$ cat src/rtl/sram2sramlike_bridge.sv
// Bridge from a hold-until-done SRAM-style pipeline port to an sram-like
// request/handshake bus. A flushed access whose response is still in flight is
// counted so that the matching late data_ok can be discarded.
module sram2sramlike_bridge #(
    parameter int ADDR_W = 32,
    parameter int DATA_W = 32,
    parameter int DROP_W = 2
) (
    input  logic                  clk,
    input  logic                  rst,
    // pipeline side
    input  logic                  sram_en,
    input  logic [ADDR_W-1:0]     sram_addr,
    input  logic [DATA_W/8-1:0]   sram_wen,
    input  logic [DATA_W-1:0]     sram_wdata,
    output logic [DATA_W-1:0]     sram_rdata,
    output logic                  stall,
    input  logic                  longest_stall,
    input  logic                  flush,
    // sram-like side
    output logic                  req,
    output logic                  wr,
    output logic [1:0]            size,
    output logic [ADDR_W-1:0]     addr,
    output logic [DATA_W-1:0]     wdata,
    input  logic [DATA_W-1:0]     rdata,
    input  logic                  addr_ok,
    input  logic                  data_ok
);

    localparam int                BE_W     = DATA_W / 8;
    localparam logic [DROP_W-1:0] DROP_MAX = '1;
    localparam logic [DROP_W-1:0] DROP_ONE = DROP_W'(1);

    typedef enum logic [1:0] {
        S_IDLE,
        S_WAIT_DATA,
        S_DONE
    } state_t;

    state_t            r_state;
    state_t            w_state_nxt;
    logic [DROP_W-1:0] r_drop_cnt;
    logic [DROP_W-1:0] w_drop_cnt_nxt;
    logic [DATA_W-1:0] r_rdata;
    logic              w_capture;
    logic              w_drop_zero;
    logic              w_drop_full;

    assign w_drop_zero = (r_drop_cnt == '0);
    assign w_drop_full = (r_drop_cnt == DROP_MAX);

    // A new request is only offered from IDLE and only while another stale
    // response can still be tracked.
    assign req   = sram_en & ~flush & (r_state == S_IDLE) & ~w_drop_full;
    assign stall = sram_en & ~flush & (r_state != S_DONE);
    assign wr    = |sram_wen;
    assign addr  = sram_addr;
    assign wdata = sram_wdata;
    assign sram_rdata = r_rdata;

    // Transfer size from the byte-enable pattern; reads use full width.
    always_comb begin
        if ($onehot(sram_wen))
            size = 2'd0;
        else if (sram_wen == BE_W'(4'b0011) || sram_wen == BE_W'(4'b1100))
            size = 2'd1;
        else
            size = 2'd2;
    end

    // Next-state, stale-response counter and capture decision.
    always_comb begin
        // NOTE: every output of this block gets a default first, so no path
        // leaves one unassigned and no latch is inferred.
        w_state_nxt    = r_state;
        w_drop_cnt_nxt = r_drop_cnt;
        w_capture      = 1'b0;
        unique case (r_state)
            S_IDLE: begin
                if (data_ok && !w_drop_zero)
                    w_drop_cnt_nxt = r_drop_cnt - DROP_ONE;
                if (req && addr_ok)
                    w_state_nxt = S_WAIT_DATA;
            end
            S_WAIT_DATA: begin
                if (flush) begin
                    // Without a same-cycle data_ok our response is still
                    // owed; with one, it either was ours (dropped) or a stale
                    // one retires while ours becomes stale: net zero.
                    w_state_nxt = S_IDLE;
                    if (!data_ok && !w_drop_full)
                        w_drop_cnt_nxt = r_drop_cnt + DROP_ONE;
                end else if (data_ok) begin
                    if (w_drop_zero) begin
                        w_capture   = 1'b1;
                        w_state_nxt = S_DONE;
                    end else begin
                        w_drop_cnt_nxt = r_drop_cnt - DROP_ONE;
                    end
                end
            end
            S_DONE: begin
                if (data_ok && !w_drop_zero)
                    w_drop_cnt_nxt = r_drop_cnt - DROP_ONE;
                if (!longest_stall || flush)
                    w_state_nxt = S_IDLE;
            end
            default: w_state_nxt = S_IDLE;
        endcase
    end

    // State and stale-response counter registers.
    always_ff @(posedge clk) begin
        // NOTE: sequential state uses non-blocking assignments so every
        // register samples pre-edge values regardless of statement order.
        if (rst) begin
            r_state    <= S_IDLE;
            r_drop_cnt <= '0;
        end else begin
            r_state    <= w_state_nxt;
            r_drop_cnt <= w_drop_cnt_nxt;
        end
    end

    // Read data holder; updated only by our own captured response.
    always_ff @(posedge clk) begin
        // NOTE: this is a single data register, not a memory array, so it is
        // reset to give the pipeline a defined value after reset.
        if (rst)
            r_rdata <= '0;
        else if (w_capture)
            r_rdata <= rdata;
    end

endmodule

$ cat config.mk
export PLATFORM = sky130hd
export DESIGN_NAME = sram2sramlike_bridge
export DESIGN_NICKNAME = d
export VERILOG_FILES = /design/src/rtl/sram2sramlike_bridge.sv
export SDC_FILE = /design/constraint.sdc
export NUM_CORES = 1
export LEC_CHECK = 0
export BUFFER_PORTS_ARGS = -buffer_cell sky130_fd_sc_hd__buf_2
export CAP_MARGIN = 20
export CORE_ASPECT_RATIO = 0.7
export CORE_MARGIN = 8
export CORE_UTILIZATION = 40
export CTS_BUF_LIST = sky130_fd_sc_hd__clkbuf_4
export CTS_CLUSTER_SIZE = 16
export DETAILED_ROUTE_END_ITERATION = 10
export HOLD_SLACK_MARGIN = 0.1
export PLACE_DENSITY = 0.93
export SYNTH_ARGS = -nofsm -noshare
export SYNTH_HDL_FRONTEND = slang
export SYNTH_SLANG_ARGS = --single-unit
$ cat constraint.sdc
create_clock -name clk -period 5.5 [get_ports clk]
set_input_delay 0.825 -clock clk [delete_from_list [all_inputs] [get_ports clk]]
set_output_delay 0.825 -clock clk [all_outputs]
set_load 0.02 [all_outputs]
==> flow_summary.ini <==
[clocking]
cts_tree = yes
post_cts_buffers = 0
htree_num_levels = 2
cts_buffers = 5
cts_root_buffer = clkbuf_4
cts_buffer_depth = 2
postCtsResizedCells = 0
cts.sinks = 36
clk_pin_slew_ns = 0.11
worst_skew_pair.late_latency_ns = 0.32
hold_buffers = 0

[worst_setup_path]
cp_max_fo = 2
cp.depth = 9
r2r.worst_path.cells = 6
arrival_ns = 2.50
crit_slowest_cell = fa_1
crit_chain = buf_2 > inv_1 > fa_1 > inv_1 > ha_1 > ha_1 > nor3b_1 > nor2b_1 > buf_2
worstSetupPathType = input port to output pin
r2r-end = sram_rdata[26]$_SDFFE_PP0P_
rrSetupSlack_ns = 3.63
cp-end-kind = output pin
reg2reg_from = r_drop_cnt[0]$_SDFFE_PP0P_
cp_data_required_time_ns = 4.68
slowest_delay_ns = 0.53
startpoint = sram_wen[0]
critical-path-top-delay-family = adder cells
worstSetupStartpointType = input port
path_buf_inv = 4
cp-endpoint = size[1]

[placement]
post-dp-hpwl_um = 3830
gp_congestion = 0.727
placedCellCount = 332
io_buffers = 79

[sta]
finClkSkew_ns = 0.00721
max_slew_margin_pct = 53.1
slew_viol_final = 0
worst_pin_slew_ns = 0.703
fmax_mhz = 301
hold_viol = 0
finalSetupViolCount = 0
tns_ns = 0
finalCritPeriodShare_pct = 60.5
rsz0062_at_grt = false
finalCriticalPeriod_ns = 3.33

[final_layout]
multi_input_area_um2 = 803
utilization_pct = 41.2
final_common_cell = buf_2
final_cell_mix = 79 x buf_2, 36 x dfxtp_1, 34 x a21oi_1, 33 x nand3_1, 29 x o21ai_0
area_growth_pct = 0.469
fill_cells = 533
layout.cells.non_filler = 342
drive_above_1_share_pct = 35.2
finalNetCount = 383
num_antenna_cells = 0
regArea_um2 = 721

[yosys]
ys_seq_elements = 36
synth.distinct_cells = 30
synth-seq-area-share_pct = 33.8
ys_warn_count = 0
syn-num-nets = 377
avgSynthCellArea_um2 = 8.12
syn_area_um2 = 2130
postSynthCellCount = 263

[outcome]
status = finished, final reports clean

[worst_hold_path]
hp-class = register to register

[drt]
via_count = 1735
wl_per_cell_um = 14.9
wirelength_um = 5110
ant_nets = 0
first_pass_iters = 4
first_iter_violations = 80
vias_per_cell = 5.07
drc_errors = 0

[grt]
grt_usage_pct = 12.4
antenna_found_initial = 0
grt_max_degree = 39
grt_pass1_vias = 1653
grt_pass1_wl_um = 7900
grt-ovfl-total = 0

[power]
power_frac_comb_pct = 23.6
p_seq_share_pct = 51.0
power.share.clock_pct = 25.3
leakage_nw = 0.947
vdd_drop_max_mv = 0.140
internal_power_mw = 0.363
switchingPower_mw = 0.170
switching_share_pct = 31.9
pwr_density_cell_nw_per_um2 = 249

[floorplanning]
die_h_um = 77.1
coreArea_um2 = 5200
die_area_um2 = 7970
start_util_pct = 41.0
fp.dieW_um = 103
pin_count = 208
std_cell_rows = 22

[flow_run]
cap_violations = 0
==> sequential cells by signal, summed over array words and instances (netlist names) <==
name        count
sram_rdata     32
r_drop_cnt      2
r_state         2
==> cells by family (layout without fill, tap and decap cells) <==
logic type,Yosys count,count (layout),share of synthesized area [%]
AO/OA/AOI/OAI,70,70,17.1
adder cells (fa/ha/maj),7,7,4.45
buffers and inverters,92,99,28.7
flip-flops,36,36,33.8
multiplexers,2,2,1.06
AND/OR/NAND/NOR,56,56,14.9
==> cell type report <==
| cell class | instances | area share [%] |
|---|---|---|
| Tap cell | 72 | 4.20 |
| Clock inverter | 3 | 0.875 |
| Clock buffer | 5 | 1.75 |
| Sequential cell | 36 | 33.6 |
| Multi-Input combinational cell | 135 | 37.5 |
| Inverter | 8 | 1.40 |
| Timing Repair Buffer | 83 | 20.7 |
==> metal layers <==
metal,global-route usage (%),vias to the layer above,part of all wire (%)
li1,-,839,-
met3,7.12,6,13
met4,3.31,0,0.67
met1,14.1,792,42
met5,0,-,0
met2,19.4,98,44
==> stage by stage <==
step	power (mW)	area (µm²)	hold WS, ns	setup WS (ns)
floorplan	0.427	2130	0.486	2.44
global placement	0.389	2050	0.457	2.22
detailed placement	0.398	2060	0.466	2.16
CTS	0.539	2120	0.482	2.16
global route	0.573	2140	0.495	2.04
finish	0.534	2140	0.481	2.17
==> worst min path at each step <==
stage	from	endpoint	slack, ns	cells past startpoint
after floorplan	r_state[1]$_SDFFE_PP0P_	r_state[0]$_SDFFE_PP0P_	0.49	1
after global placement	sram_rdata[9]$_SDFFE_PP0P_	sram_rdata[9]$_SDFFE_PP0P_	0.46	2
after detailed placement	sram_rdata[22]$_SDFFE_PP0P_	sram_rdata[22]$_SDFFE_PP0P_	0.47	2
after CTS	sram_rdata[23]$_SDFFE_PP0P_	sram_rdata[23]$_SDFFE_PP0P_	0.48	2
after global routing	sram_rdata[22]$_SDFFE_PP0P_	sram_rdata[22]$_SDFFE_PP0P_	0.49	2
final	sram_rdata[19]$_SDFFE_PP0P_	sram_rdata[19]$_SDFFE_PP0P_	0.48	2
==> power by group through the flow <==
stage / sequential [mW] / combinational (mW) / clock [mW]
5_1_grt: 0.273 / 0.140 / 0.160
6_report: 0.272 / 0.126 / 0.135
2_1_floorplan: 0.281 / 0.146 / 0
3_3_place_gp: 0.278 / 0.111 / 0
4_1_cts: 0.272 / 0.121 / 0.146
3_5_place_dp: 0.278 / 0.120 / 0
==> worst register-to-register path: stages (launching register included) <==
cell and delay, ns:
dfxtp_1 0.34, inv_1 0.08, ha_1 0.25, nand3b_1 0.45, buf_8 0.33, o21ai_0 0.18
a21oi_1 0.10
==> Yosys cell counts <==
library cell  count  area share [%]
inv_1             8             1.4
mux2_1            2             1.1
nor3_1            2            0.47
nand2b_1          1            0.29
o21ai_0          29             6.8
o21ai_1           3            0.70
nand2_1           2            0.35
nor4b_2           1            0.70
a21o_1            1            0.35
nor2_1            5            0.88
clkbuf_1          8             1.4
buf_4            64              23
nand3_1          33             7.7
clkbuf_2          2            0.47
and2_1            1            0.29
ha_1              6             3.5
buf_6             2             1.1
a22oi_1           2            0.70
nor3b_1           3             1.1
fa_1              1            0.94
and3_1            1            0.29
a211oi_2          1            0.59
nor4b_1           1            0.41
nand3b_1          1            0.35
buf_2             8             1.9
and3b_1           1            0.41
dfxtp_1          36              34
nor2b_1           3            0.88
a21oi_1          34             8.0
and4bb_4          1            0.76
No activity file was read; power rests on OpenSTA's default activity.
